### src/rtl/sigpulse_burst_ctrl_if.sv
// sigpulse_burst_ctrl_if
//  Groups the host-side request/config signals and the sigpulse-side drive/status
//  signals of one burst controller.
//  slave  : the burst controller (consumes requests and config, drives sigpulse and status)
//  master : the host / register side together with the sigpulse instance
//  Signals:
//   start, stop                 one-cycle burst request / abort request
//   cfg_pulseWidth              pulse width for every pulse in a burst
//   cfg_defaultLevel            idle level forwarded to sigpulse
//   cfg_count                   pulses per burst
//   cfg_gap                     cycles from a done edge to the next trigger
//   sp_en, sp_dis               sigpulse trigger and pwm disable
//   sp_pulseWidth               latched pulse width towards sigpulse
//   sp_defaultLevel             latched idle level towards sigpulse
//   sp_valid                    sigpulse pulse_valid
//   busy, done, aborted         burst status
//   pulse_cnt                   pulses completed in the current or last burst
interface sigpulse_burst_ctrl_if #(
    parameter int unsigned _RAM_WIDTH = 32,
    parameter int unsigned CNT_W      = 16,
    parameter int unsigned GAP_W      = 32
);
    logic                  start;
    logic                  stop;
    logic [_RAM_WIDTH-1:0] cfg_pulseWidth;
    logic                  cfg_defaultLevel;
    logic [CNT_W-1:0]      cfg_count;
    logic [GAP_W-1:0]      cfg_gap;

    logic                  sp_en;
    logic                  sp_dis;
    logic [_RAM_WIDTH-1:0] sp_pulseWidth;
    logic                  sp_defaultLevel;
    logic                  sp_valid;

    logic                  busy;
    logic                  done;
    logic                  aborted;
    logic [CNT_W-1:0]      pulse_cnt;

    // Controller side
    modport slave (
        input  start, stop, cfg_pulseWidth, cfg_defaultLevel, cfg_count, cfg_gap, sp_valid,
        output sp_en, sp_dis, sp_pulseWidth, sp_defaultLevel, busy, done, aborted, pulse_cnt
    );

    // Host / sigpulse side
    modport master (
        output start, stop, cfg_pulseWidth, cfg_defaultLevel, cfg_count, cfg_gap, sp_valid,
        input  sp_en, sp_dis, sp_pulseWidth, sp_defaultLevel, busy, done, aborted, pulse_cnt
    );
endinterface : sigpulse_burst_ctrl_if

### src/rtl/sigpulse_burst_ctrl.sv
// sigpulse_burst_ctrl
//  Sequencer for one sigpulse instance. On an accepted start it latches the burst
//  configuration and fires cfg_count single-cycle triggers on sp_en, waiting for a
//  rising edge of sp_valid after each one and then an idle gap of cfg_gap cycles.
//  A stop during the burst holds sp_dis high for DIS_CYCLES cycles and ends the burst
//  as aborted. It is sigpulse's only driver.
//  Ports:
//   io_clk   in   system clock
//   io_rst   in   synchronous active-high reset
//   bus      slave modport of sigpulse_burst_ctrl_if (requests, config, sigpulse drive, status)
module sigpulse_burst_ctrl #(
    parameter int unsigned _RAM_WIDTH = 32,
    parameter int unsigned CNT_W      = 16,
    parameter int unsigned GAP_W      = 32,
    parameter int unsigned DIS_CYCLES = 2
) (
    input  logic                  io_clk,
    input  logic                  io_rst,
    sigpulse_burst_ctrl_if.slave  bus
);

    localparam int unsigned DIS_W = (DIS_CYCLES < 1) ? 1 : $clog2(DIS_CYCLES + 1);

    typedef enum logic [2:0] {
        S_IDLE      = 3'd0,
        S_FIRE      = 3'd1,
        S_WAIT_DONE = 3'd2,
        S_GAP       = 3'd3,
        S_ABORT     = 3'd4,
        S_FINISH    = 3'd5
    } state_t;

    state_t                r_state;

    // Registered outputs
    logic                  r_sp_en;
    logic                  r_sp_dis;
    logic [_RAM_WIDTH-1:0] r_sp_pulse_width;
    logic                  r_sp_default_level;
    logic                  r_busy;
    logic                  r_done;
    logic                  r_aborted;
    logic [CNT_W-1:0]      r_pulse_cnt;

    // Latched burst configuration and working counters
    logic [CNT_W-1:0]      r_count;
    logic [GAP_W-1:0]      r_gap;
    logic [GAP_W-1:0]      r_gap_cnt;
    logic [DIS_W-1:0]      r_dis_cnt;
    logic                  r_sp_valid_d;

    logic                  w_start_ok;
    logic                  w_valid_rise;
    logic [CNT_W-1:0]      w_cnt_inc;
    logic                  w_gap_zero;

    // Accepted start: not combined with stop and not an empty burst
    assign w_start_ok   = bus.start && !bus.stop && (bus.cfg_count != '0);
    // Completion of a pulse is the rising edge of pulse_valid
    assign w_valid_rise = bus.sp_valid && !r_sp_valid_d;
    assign w_cnt_inc    = r_pulse_cnt + CNT_W'(1);
    assign w_gap_zero   = (r_gap == '0);

    // Burst sequencer
    always_ff @(posedge io_clk) begin
        if (io_rst) begin
            r_state            <= S_IDLE;
            r_sp_en            <= 1'b0;
            r_sp_dis           <= 1'b0;
            r_sp_pulse_width   <= '0;
            r_sp_default_level <= 1'b0;
            r_busy             <= 1'b0;
            r_done             <= 1'b0;
            r_aborted          <= 1'b0;
            r_pulse_cnt        <= '0;
            r_count            <= '0;
            r_gap              <= '0;
            r_gap_cnt          <= '0;
            r_dis_cnt          <= '0;
            r_sp_valid_d       <= 1'b0;
        end else begin
            r_sp_valid_d <= bus.sp_valid;
            r_sp_en      <= 1'b0;
            r_sp_dis     <= 1'b0;
            r_done       <= 1'b0;

            case (r_state)
                S_IDLE: begin
                    if (w_start_ok) begin
                        r_sp_pulse_width   <= bus.cfg_pulseWidth;
                        r_sp_default_level <= bus.cfg_defaultLevel;
                        r_count            <= bus.cfg_count;
                        r_gap              <= bus.cfg_gap;
                        r_pulse_cnt        <= '0;
                        r_aborted          <= 1'b0;
                        r_busy             <= 1'b1;
                        r_state            <= S_FIRE;
                    end
                end

                S_FIRE: begin
                    if (bus.stop) begin
                        r_dis_cnt <= '0;
                        r_state   <= S_ABORT;
                    end else begin
                        r_sp_en <= 1'b1;
                        r_state <= S_WAIT_DONE;
                    end
                end

                S_WAIT_DONE: begin
                    // stop wins over a simultaneous completion edge
                    if (bus.stop) begin
                        r_dis_cnt <= '0;
                        r_state   <= S_ABORT;
                    end else if (w_valid_rise) begin
                        r_pulse_cnt <= w_cnt_inc;
                        if (w_cnt_inc == r_count) begin
                            r_state <= S_FINISH;
                        end else if (w_gap_zero) begin
                            r_state <= S_FIRE;
                        end else begin
                            r_gap_cnt <= r_gap;
                            r_state   <= S_GAP;
                        end
                    end
                end

                S_GAP: begin
                    // Leaving on count 1 lines the trigger up gap cycles after the FIRE a zero gap would take
                    if (bus.stop) begin
                        r_dis_cnt <= '0;
                        r_state   <= S_ABORT;
                    end else if (r_gap_cnt == GAP_W'(1)) begin
                        r_state <= S_FIRE;
                    end else begin
                        r_gap_cnt <= r_gap_cnt - GAP_W'(1);
                    end
                end

                S_ABORT: begin
                    // sp_dis is held for DIS_CYCLES edges, then the burst closes as aborted
                    if (r_dis_cnt == DIS_W'(DIS_CYCLES)) begin
                        r_done    <= 1'b1;
                        r_aborted <= 1'b1;
                        r_busy    <= 1'b0;
                        r_state   <= S_IDLE;
                    end else begin
                        r_sp_dis  <= 1'b1;
                        r_dis_cnt <= r_dis_cnt + DIS_W'(1);
                    end
                end

                S_FINISH: begin
                    r_done  <= 1'b1;
                    r_busy  <= 1'b0;
                    r_state <= S_IDLE;
                end

                default: begin
                    r_busy  <= 1'b0;
                    r_state <= S_IDLE;
                end
            endcase
        end
    end

    assign bus.sp_en           = r_sp_en;
    assign bus.sp_dis          = r_sp_dis;
    assign bus.sp_pulseWidth   = r_sp_pulse_width;
    assign bus.sp_defaultLevel = r_sp_default_level;
    assign bus.busy            = r_busy;
    assign bus.done            = r_done;
    assign bus.aborted         = r_aborted;
    assign bus.pulse_cnt       = r_pulse_cnt;

    // Trigger and disable are never asserted together
    a_en_dis_excl: assert property (@(posedge io_clk) disable iff (io_rst) !(r_sp_en && r_sp_dis));
    // Each trigger lasts a single cycle
    a_en_single: assert property (@(posedge io_clk) disable iff (io_rst) r_sp_en |=> !r_sp_en);

endmodule : sigpulse_burst_ctrl

### src/flat_wrapper.sv
// flat-port wrapper written by rule: the top's interface ports become plain ports
module sigpulse_burst_ctrl_flat 
#(
    parameter int unsigned _RAM_WIDTH = 32,
    parameter int unsigned CNT_W      = 16,
    parameter int unsigned GAP_W      = 32,
    parameter int unsigned DIS_CYCLES = 2
)
  (io_clk, io_rst, bus_start, bus_stop, bus_cfg_pulseWidth, bus_cfg_defaultLevel, bus_cfg_count, bus_cfg_gap, bus_sp_valid, bus_sp_en, bus_sp_dis, bus_sp_pulseWidth, bus_sp_defaultLevel, bus_busy, bus_done, bus_aborted, bus_pulse_cnt);
  sigpulse_burst_ctrl_if #(._RAM_WIDTH(_RAM_WIDTH), .CNT_W(CNT_W), .GAP_W(GAP_W)) bus_i ();
  input  logic io_clk;
  input  logic io_rst;
  input wire logic [$bits(bus_i.start)-1:0] bus_start;
  input wire logic [$bits(bus_i.stop)-1:0] bus_stop;
  input wire logic [$bits(bus_i.cfg_pulseWidth)-1:0] bus_cfg_pulseWidth;
  input wire logic [$bits(bus_i.cfg_defaultLevel)-1:0] bus_cfg_defaultLevel;
  input wire logic [$bits(bus_i.cfg_count)-1:0] bus_cfg_count;
  input wire logic [$bits(bus_i.cfg_gap)-1:0] bus_cfg_gap;
  input wire logic [$bits(bus_i.sp_valid)-1:0] bus_sp_valid;
  output wire logic [$bits(bus_i.sp_en)-1:0] bus_sp_en;
  output wire logic [$bits(bus_i.sp_dis)-1:0] bus_sp_dis;
  output wire logic [$bits(bus_i.sp_pulseWidth)-1:0] bus_sp_pulseWidth;
  output wire logic [$bits(bus_i.sp_defaultLevel)-1:0] bus_sp_defaultLevel;
  output wire logic [$bits(bus_i.busy)-1:0] bus_busy;
  output wire logic [$bits(bus_i.done)-1:0] bus_done;
  output wire logic [$bits(bus_i.aborted)-1:0] bus_aborted;
  output wire logic [$bits(bus_i.pulse_cnt)-1:0] bus_pulse_cnt;
  assign bus_i.start = bus_start;
  assign bus_i.stop = bus_stop;
  assign bus_i.cfg_pulseWidth = bus_cfg_pulseWidth;
  assign bus_i.cfg_defaultLevel = bus_cfg_defaultLevel;
  assign bus_i.cfg_count = bus_cfg_count;
  assign bus_i.cfg_gap = bus_cfg_gap;
  assign bus_i.sp_valid = bus_sp_valid;
  assign bus_sp_en = bus_i.sp_en;
  assign bus_sp_dis = bus_i.sp_dis;
  assign bus_sp_pulseWidth = bus_i.sp_pulseWidth;
  assign bus_sp_defaultLevel = bus_i.sp_defaultLevel;
  assign bus_busy = bus_i.busy;
  assign bus_done = bus_i.done;
  assign bus_aborted = bus_i.aborted;
  assign bus_pulse_cnt = bus_i.pulse_cnt;
  sigpulse_burst_ctrl #(._RAM_WIDTH(_RAM_WIDTH), .CNT_W(CNT_W), .GAP_W(GAP_W), .DIS_CYCLES(DIS_CYCLES)) u_core (.io_clk(io_clk), .io_rst(io_rst), .bus(bus_i));
endmodule
### config.mk
export PLATFORM = sky130hd
export DESIGN_NAME = sigpulse_burst_ctrl_flat
export DESIGN_NICKNAME = d
export VERILOG_FILES = /design/src/rtl/sigpulse_burst_ctrl_if.sv /design/src/rtl/sigpulse_burst_ctrl.sv /design/src/flat_wrapper.sv
export SDC_FILE = /design/constraint.sdc
export NUM_CORES = 1
export LEC_CHECK = 0
export ABC_AREA = 1
export BUFFER_PORTS_ARGS = -buffer_cell sky130_fd_sc_hd__buf_2
export CAP_MARGIN = 20
export CORE_UTILIZATION = 25
export DETAILED_ROUTE_END_ITERATION = 16
export PLACE_DENSITY = 0.42
export SYNTH_ARGS = -nofsm -noshare
export SYNTH_HDL_FRONTEND = slang
export SYNTH_SLANG_ARGS = --single-unit
### constraint.sdc
create_clock -name io_clk -period 3.15 [get_ports io_clk]
set_clock_uncertainty 0.15 [all_clocks]
set_input_delay 0.315 -clock io_clk [delete_from_list [all_inputs] [get_ports io_clk]]
set_output_delay 0.315 -clock io_clk [all_outputs]
set_load 0.05 [all_outputs]
==> results.toml, run 1 <==
[pwr]
p_seq_share_pct = 37.4
p_per_area_nw_per_um2 = 601
swShare_pct = 35.8
vdd_ir_drop_max_v = 0.000329
p_int_mw = 3.55
p_comb_share_pct = 26.3
pwr-share-clk_pct = 36.4
p_leak_nw = 4.30
power_switching_mw = 1.98

[timing]
finalHoldViolations = 0
rsz0062_at_grt = "no"
min_period_ns = 2.68
worstMarginPinSlew_ns = 0.692
post-route-period-util_pct = 85.0
worst_slack_ns = 0.471
max-slew-margin-rel_pct = 53.5
setup_viol = 0
maxSlewViolCount = 0
max_clock_freq_mhz = 373
tns_ns = 0

[clocking]
htree_num_levels = 4
clk_transition_reported_paths_ns = 0.07
cts_hold_buffers = 24
postCtsSetupBuffers = 0
clock_path_buffers = 2
ctsRootBufferMaster = "clkbuf_16"
cts_buffers = 17
cts_tree = "yes"
numClockSinks = 140
clk_latency_ns = 0.43
cts_resized = 0

[global_route]
antenna_found_initial = 4
grt_pass1_wl_um = 37000
grt_pass1_vias = 6974
grt_start_max_net_pins = 81
grt-ovfl-total = 0
grt_usage_pct = 16.1

[logic_synthesis]
synth_common_cells = "nand2_1 (263), inv_1 (144), dfxtp_1 (140)"
synth_ff_type = "dfxtp_1"
synth.net_count = 1218
synthArstFlopShare_pct = 0
synth_top_cell_area_share_pct = 38.7
yosysSeqAreaShare_pct = 38.7
postSynthCellCount = 1128
synth_area_um2 = 7250
synth_edf_count = 0
synth_cell_type_count = 34
avgSynthCellArea_um2 = 6.42
yosys_warnings = 0
synth_most_common_cell = "nand2_1"
synth.area.top_cells = "dfxtp_1 (39%), nand2_1 (14%), a21oi_1 (8.1%)"
ys_ff_latch = 140
synth.largest_area_cell = "dfxtp_1"

[layout]
final_layout_size_suffix_gt1_share_pct = 16.2
nets = 1365
nFillCells = 3085
syn2layout_area_growth_pct = 27.0

[worst_setup_path]
r2r_setup_slack_ns = 0.47
slowest_delay_ns = 0.41
cp_slowest_cell = "dfxtp_1"
crit_chain = "ha_1 > nand3_1 > nor2_1 > nand3_1 > nand2_1 > nand3_1 > nand2_1 > nand2_1 > nor2_1 > nand3_1 > nand3_1 > nand2_1 > nand3_1 > nand2_1 > nor2_1"
r2r-end = "u_core.r_gap_cnt[18]"
critPathArrivalTime_ns = 2.88
timing.critical_path.to_type = "flip-flop"
cp-start-kind = "flip-flop"
path_class = "reg -> reg"
crit_fanout = 11
cp_common_cell = "nand3_1"
reg2reg_from = "u_core.bus.pulse_cnt[1]"
worstPathRequired_ns = 3.36
r2r_cells = 15

[die]
die_h_um = 172
core_area_um2 = 28200
dieArea_um2 = 29700
die_x_um = 172
initial_core_util_pct = 25.7
io_pins = 140
rows = 61

[routing]
ant_nets = 0
route.detailed.drc = 0
vias = 7520
drt-pass1-iter-count = 5
wl_per_cell_um = 13.9
totalWireLength_um = 23200
viasPerCell = 4.51
drtIter0Drc = 443

[placed_design]
dp_hpwl_um = 16300
io_buffers = 139
gp_congestion = 0.803
place_ws_ns = 0.548

[hold_path]
min_path_type = "in -> reg"
hp-start = "bus_cfg_gap[24]"
hold-path-endpoint = "u_core.r_gap[24]"
hold_path_depth = 3

[outcome]
status = "complete, no violations"

[flow_run]
cap_viol_max_count = 0
==> state kept, by name, indices dropped and copies added (netlist names) <==
signal and count:
u_core.bus.aborted 1, u_core.bus.busy 1, u_core.bus.done 1, u_core.bus.pulse_cnt 16, u_core.bus.sp_defaultLevel 1, u_core.bus.sp_dis 1
u_core.bus.sp_en 1, u_core.bus.sp_pulseWidth 32, u_core.r_count 16, u_core.r_dis_cnt 2, u_core.r_gap 32, u_core.r_gap_cnt 32
u_core.r_sp_valid_d 1, u_core.r_state 3
==> placed cells by master, fill, tap and decap left out, types with 7 or more instances in the layout <==
cell type / count
inv_1: 144
clkbuf_16: 17
nor3_1: 12
buf_4: 14
buf_2: 139
xor2_1: 13
nand4_1: 21
dfxtp_1: 140
o21ai_0: 81
nor4_1: 7
dlygate4sd3_1: 24
nand3_1: 112
a21oi_1: 117
nand2_1: 262
nor2_1: 130
==> through the flow <==
step | hold slack (ns) | utilization (%) | std cells | instance area (um2) | power, mW
2_1_floorplan | 0.281 | - | 1128 | 7250 | 3.11
3_3_place_gp | 0.295 | 29.8 | 1610 | 8380 | 3.55
3_5_place_dp | 0.301 | 29.8 | 1610 | 8380 | 3.54
4_1_cts | 0.00256 | 32.7 | 1666 | 9200 | 5.60
5_1_grt | 0.0142 | 32.7 | 1666 | 9200 | 5.86
6_report | 0.0180 | 32.7 | 1667 | 9200 | 5.52
==> final cells by class <==
class                           count  area (um2)  area share, %
Sequential cell                   140        2800           30.5
Multi-Input combinational cell    788        3670           39.9
Timing Repair Buffer              181        1120           12.2
Tap cell                          378         473           5.14
Antenna cell                        1        2.50         0.0272
Clock buffer                       18         439           4.77
Inverter                          147         552           6.00
Clock inverter                     14         135           1.47
==> worst max path at each step <==
| stage | from | endpoint | slack (ns) | cells after the start |
|---|---|---|---|---|
| 2_1_floorplan | u_core.bus.pulse_cnt[1] | u_core.r_gap_cnt[0] | 0.59 | 15 |
| 3_3_place_gp | u_core.bus.pulse_cnt[0] | u_core.r_gap_cnt[30] | 0.60 | 15 |
| 3_5_place_dp | u_core.bus.pulse_cnt[1] | u_core.r_gap_cnt[30] | 0.55 | 15 |
| 4_1_cts | u_core.bus.pulse_cnt[0] | u_core.r_gap_cnt[1] | 0.49 | 15 |
| 5_1_grt | u_core.bus.pulse_cnt[0] | u_core.r_gap_cnt[10] | 0.09 | 15 |
| 6_report | u_core.bus.pulse_cnt[1] | u_core.r_gap_cnt[18] | 0.47 | 15 |
==> critical path, delay by kind of cell (launching register included) <==
family | cells | cell delay (ns)
adder cells (fa/ha/maj) | 1 | 0.24
flip-flops | 1 | 0.41
AND/OR/NAND/NOR | 14 | 1.80
==> cell families (layout without fill, tap and decap cells) <==
kind of cell               Yosys count  in the layout  share of synthesized area, %
other                                0              1                             0
buffers and inverters              200            360                          10.9
xor gates and xnor gates            15             15                          2.02
adders and majority gates            4              4                         0.691
AOI/OAI and AO/OA                  208            208                          14.7
and+or+nand+nor                    561            561                          33.0
DFF                                140            140                          38.7
==> per-layer routing <==
| layer | wire length, um | part of all wire [%] | global-route usage (%) | vias up |
|---|---|---|---|---|
| met5 | 30 | 0.13 | 0 | - |
| met4 | 297 | 1.3 | 5.04 | 6 |
| met3 | 1270 | 5.5 | 4.33 | 26 |
| met2 | 9770 | 42 | 24.2 | 161 |
| met1 | 11800 | 51 | 22.1 | 3401 |
| li1 | - | - | - | 3926 |
==> power groups by stage <==
stage | Clock [mW] | Sequential (mW) | Combinational (mW)
after detailed placement | 0 | 2.10 | 1.44
final | 2.01 | 2.06 | 1.45
after global placement | 0 | 2.10 | 1.45
after CTS | 2.06 | 2.06 | 1.47
after floorplan | 0 | 2.29 | 0.816
after global routing | 2.15 | 2.09 | 1.63
(Power assumes the default switching activity.)
==> run 2: changes to the inputs <==
- ABC_AREA: 1 -> default
- PLACE_DENSITY: 0.42 -> 0.43
==> run 2 against run 1 <==
  * Final cell count decreased by 13%
  * Register-to-register slack got worse by 0.31 ns
  * First-iteration DRC count decreased by 14%
  * Via count decreased by 4.9%
  * Cell area increased by 3.0%
  * Largest power group is now clock
  * Largest cell class unchanged
  * Synthesized cell count decreased by 20%
  * Global-route usage increased by 0.17 points
  * Sequential power decreased by 8%
  * Sequential cell count unchanged
  * Highest routed layer is now met4
==> results.toml, run 2 <==
[worst_setup_path]
r2r-end = "u_core.r_gap_cnt[7]"
timing.critical_path.to_type = "flip-flop"
path_class = "reg -> reg"
worstPathRequired_ns = 3.29
reg2reg_from = "u_core.bus.pulse_cnt[1]"
critPathArrivalTime_ns = 3.13
r2r_setup_slack_ns = 0.16
crit_fanout = 10
r2r_cells = 10
cp-start-kind = "flip-flop"

[logic_synthesis]
yosysSeqAreaShare_pct = 40.5
postSynthCellCount = 901
synth_cell_type_count = 68
synth.area.top_cells = "dfxtp_1 (40%), nand2_1 (11%), a21oi_1 (9.6%)"
synth_top_cell_area_share_pct = 40.5
synthArstFlopShare_pct = 0
synth_edf_count = 0
synth.net_count = 991
synth_ff_type = "dfxtp_1"
synth_most_common_cell = "nand2_1"
ys_ff_latch = 140
synth_common_cells = "nand2_1 (208), dfxtp_1 (140), a21oi_1 (133)"
synth.largest_area_cell = "dfxtp_1"
synth_area_um2 = 6930
yosys_warnings = 0
avgSynthCellArea_um2 = 7.69

[pwr]
swShare_pct = 26.4
p_seq_share_pct = 39.9
vdd_ir_drop_max_v = 0.000310
p_comb_share_pct = 13.0
p_per_area_nw_per_um2 = 501
p_leak_nw = 3.70
p_int_mw = 3.49
power_switching_mw = 1.25
pwr-share-clk_pct = 47.1

[die]
die_x_um = 168
rows = 60
initial_core_util_pct = 25.6
core_area_um2 = 27000
dieArea_um2 = 28400
die_h_um = 168
io_pins = 140

[placed_design]
io_buffers = 139
gp_congestion = 0.792
dp_hpwl_um = 14800

[clocking]
htree_num_levels = 4
clk_transition_reported_paths_ns = 0.07
clk_latency_ns = 0.42
cts_tree = "yes"
numClockSinks = 140
cts_buffers = 17
clock_path_buffers = 2
ctsRootBufferMaster = "clkbuf_16"

[hold_path]
min_path_type = "in -> reg"
hp-start = "bus_cfg_gap[9]"
hold_path_depth = 3
hold-path-endpoint = "u_core.r_gap[9]"

[global_route]
grt_usage_pct = 16.3
grt_pass1_wl_um = 37000
antenna_found_initial = 0
grt-ovfl-total = 0
grt_start_max_net_pins = 84
grt_pass1_vias = 7113

[timing]
post-route-period-util_pct = 94.8
min_period_ns = 2.99
worstMarginPinSlew_ns = 0.665
max-slew-margin-rel_pct = 55.1
finalHoldViolations = 0
tns_ns = 0
max_clock_freq_mhz = 335
maxSlewViolCount = 0
setup_viol = 0
rsz0062_at_grt = "no"

[routing]
ant_nets = 0
drt-pass1-iter-count = 5
totalWireLength_um = 22500
drtIter0Drc = 382
route.detailed.drc = 0
vias = 7150
wl_per_cell_um = 15.5
viasPerCell = 4.93

[layout]
final_common_cell = "nand2_1"
insertedDiodeCount = 0
syn2layout_area_growth_pct = 36.8
nets = 1187
final_layout_size_suffix_gt1_share_pct = 20.4
nFillCells = 2901
final_util_pct = 35.1
layout_common_cells = "nand2_1 (207), buf_2 (138), dfxtp_1 (138), a21oi_1 (133), dlygate4sd3_1 (81)"

[outcome]
status = "complete, no violations"

[flow_run]
cap_viol_max_count = 0
-- run 2: cell count changes after synthesis, sizes merged, moves of 12 or more --
cell / delta
nor4: +21
inv: -134
a21oi: +17
or3: +12
nand2: -57
a2111oi: +13
o21ai: -52
o311ai: +14
nor2: -84
nand3: -94
o31ai: +22
clkbuf: +17
-- run 2: layer usage --
layer  global-route usage, %  part of all wire (%)  vias to the layer above
met3                    3.57                   4.6                       19
met5                       0                     0                        -
met4                    4.78                   1.2                        0
met2                    27.0                    46                      153
li1                        -                     -                     3633
met1                    21.0                    48                     3345
-- run 2: what timing repair did --
| item | in CTS | in global routing |
|---|---|---|
| hold buffers | 81 | 0 |
| endpoints found under the hold margin | 81 | 0 |
| endpoints found under the setup margin | 0 | 27 |
| gates resized for setup | 0 | 3 |
| buffers inserted | 0 | 0 |
-- run 2: cell type report --
cell class / count / area [um2] / share of cell area (%)
Multi-Input combinational cell: 679 / 3770 / 39.8
Sequential cell: 140 / 2810 / 29.6
Timing Repair Buffer: 248 / 1780 / 18.8
Clock buffer: 22 / 484 / 5.11
Tap cell: 341 / 427 / 4.50
Clock inverter: 9 / 159 / 1.68
Inverter: 11 / 41.3 / 0.436
-- run 2: per-stage QoR --
step                      worst slack, ns  total power, mW  area [um2]  cells  hold WS, ns
after floorplan                     0.121             2.27        6930    901        0.243
after global placement              0.137             2.48        8000   1338        0.290
after detailed placement            0.119             2.48        8000   1338        0.294
after CTS                          0.0978             4.82        9460   1450      0.00889
after global routing              0.00633             4.95        9470   1450       0.0155
final                               0.163             4.74        9470   1450      0.00856
-- run 2: power by group through the flow --
stage                     combinational, mW  sequential [mW]  clock [mW]
after floorplan                       0.275             2.00           0
after global placement                0.548             1.93           0
after detailed placement              0.548             1.93           0
after CTS                             0.625             1.89        2.30
after global routing                  0.684             1.90        2.36
final                                 0.617             1.89        2.23
-- run 2: cell families after synthesis --
logic type / count (synthesis) / share of synthesized area [%]
buf+inv: 82 / 5.62
simple gates: 394 / 26.3
xor+xnor: 16 / 2.02
compound gates: 264 / 24.8
mux: 1 / 0.145
fa+ha+maj: 4 / 0.723
flops: 140 / 40.5
-- run 2: worst max-delay path: stages (launching register included) --
cell and delay, ns:
dfxtp_2 0.34, ha_1 0.25, and3_1 0.30, and4_4 0.24, a211o_1 0.31, a211oi_2 0.25, nand4b_2 0.24, a21o_4 0.34
buf_4 0.19, a21oi_1 0.15, o31ai_1 0.09
-- run 2: worst max path at each step --
| stage | start | to | slack [ns] | cells after the start |
|---|---|---|---|---|
| 2_1_floorplan | u_core.bus.pulse_cnt[0] | u_core.r_gap_cnt[0] | 0.12 | 13 |
| 3_3_place_gp | u_core.bus.pulse_cnt[1] | u_core.r_gap_cnt[17] | 0.14 | 10 |
| 3_5_place_dp | u_core.bus.pulse_cnt[1] | u_core.r_gap_cnt[21] | 0.12 | 10 |
| 4_1_cts | u_core.bus.pulse_cnt[1] | u_core.r_gap_cnt[21] | 0.1 | 10 |
| 5_1_grt | u_core.bus.pulse_cnt[1] | u_core.r_gap_cnt[7] | 0.006 | 10 |
| 6_report | u_core.bus.pulse_cnt[1] | u_core.r_gap_cnt[7] | 0.16 | 10 |
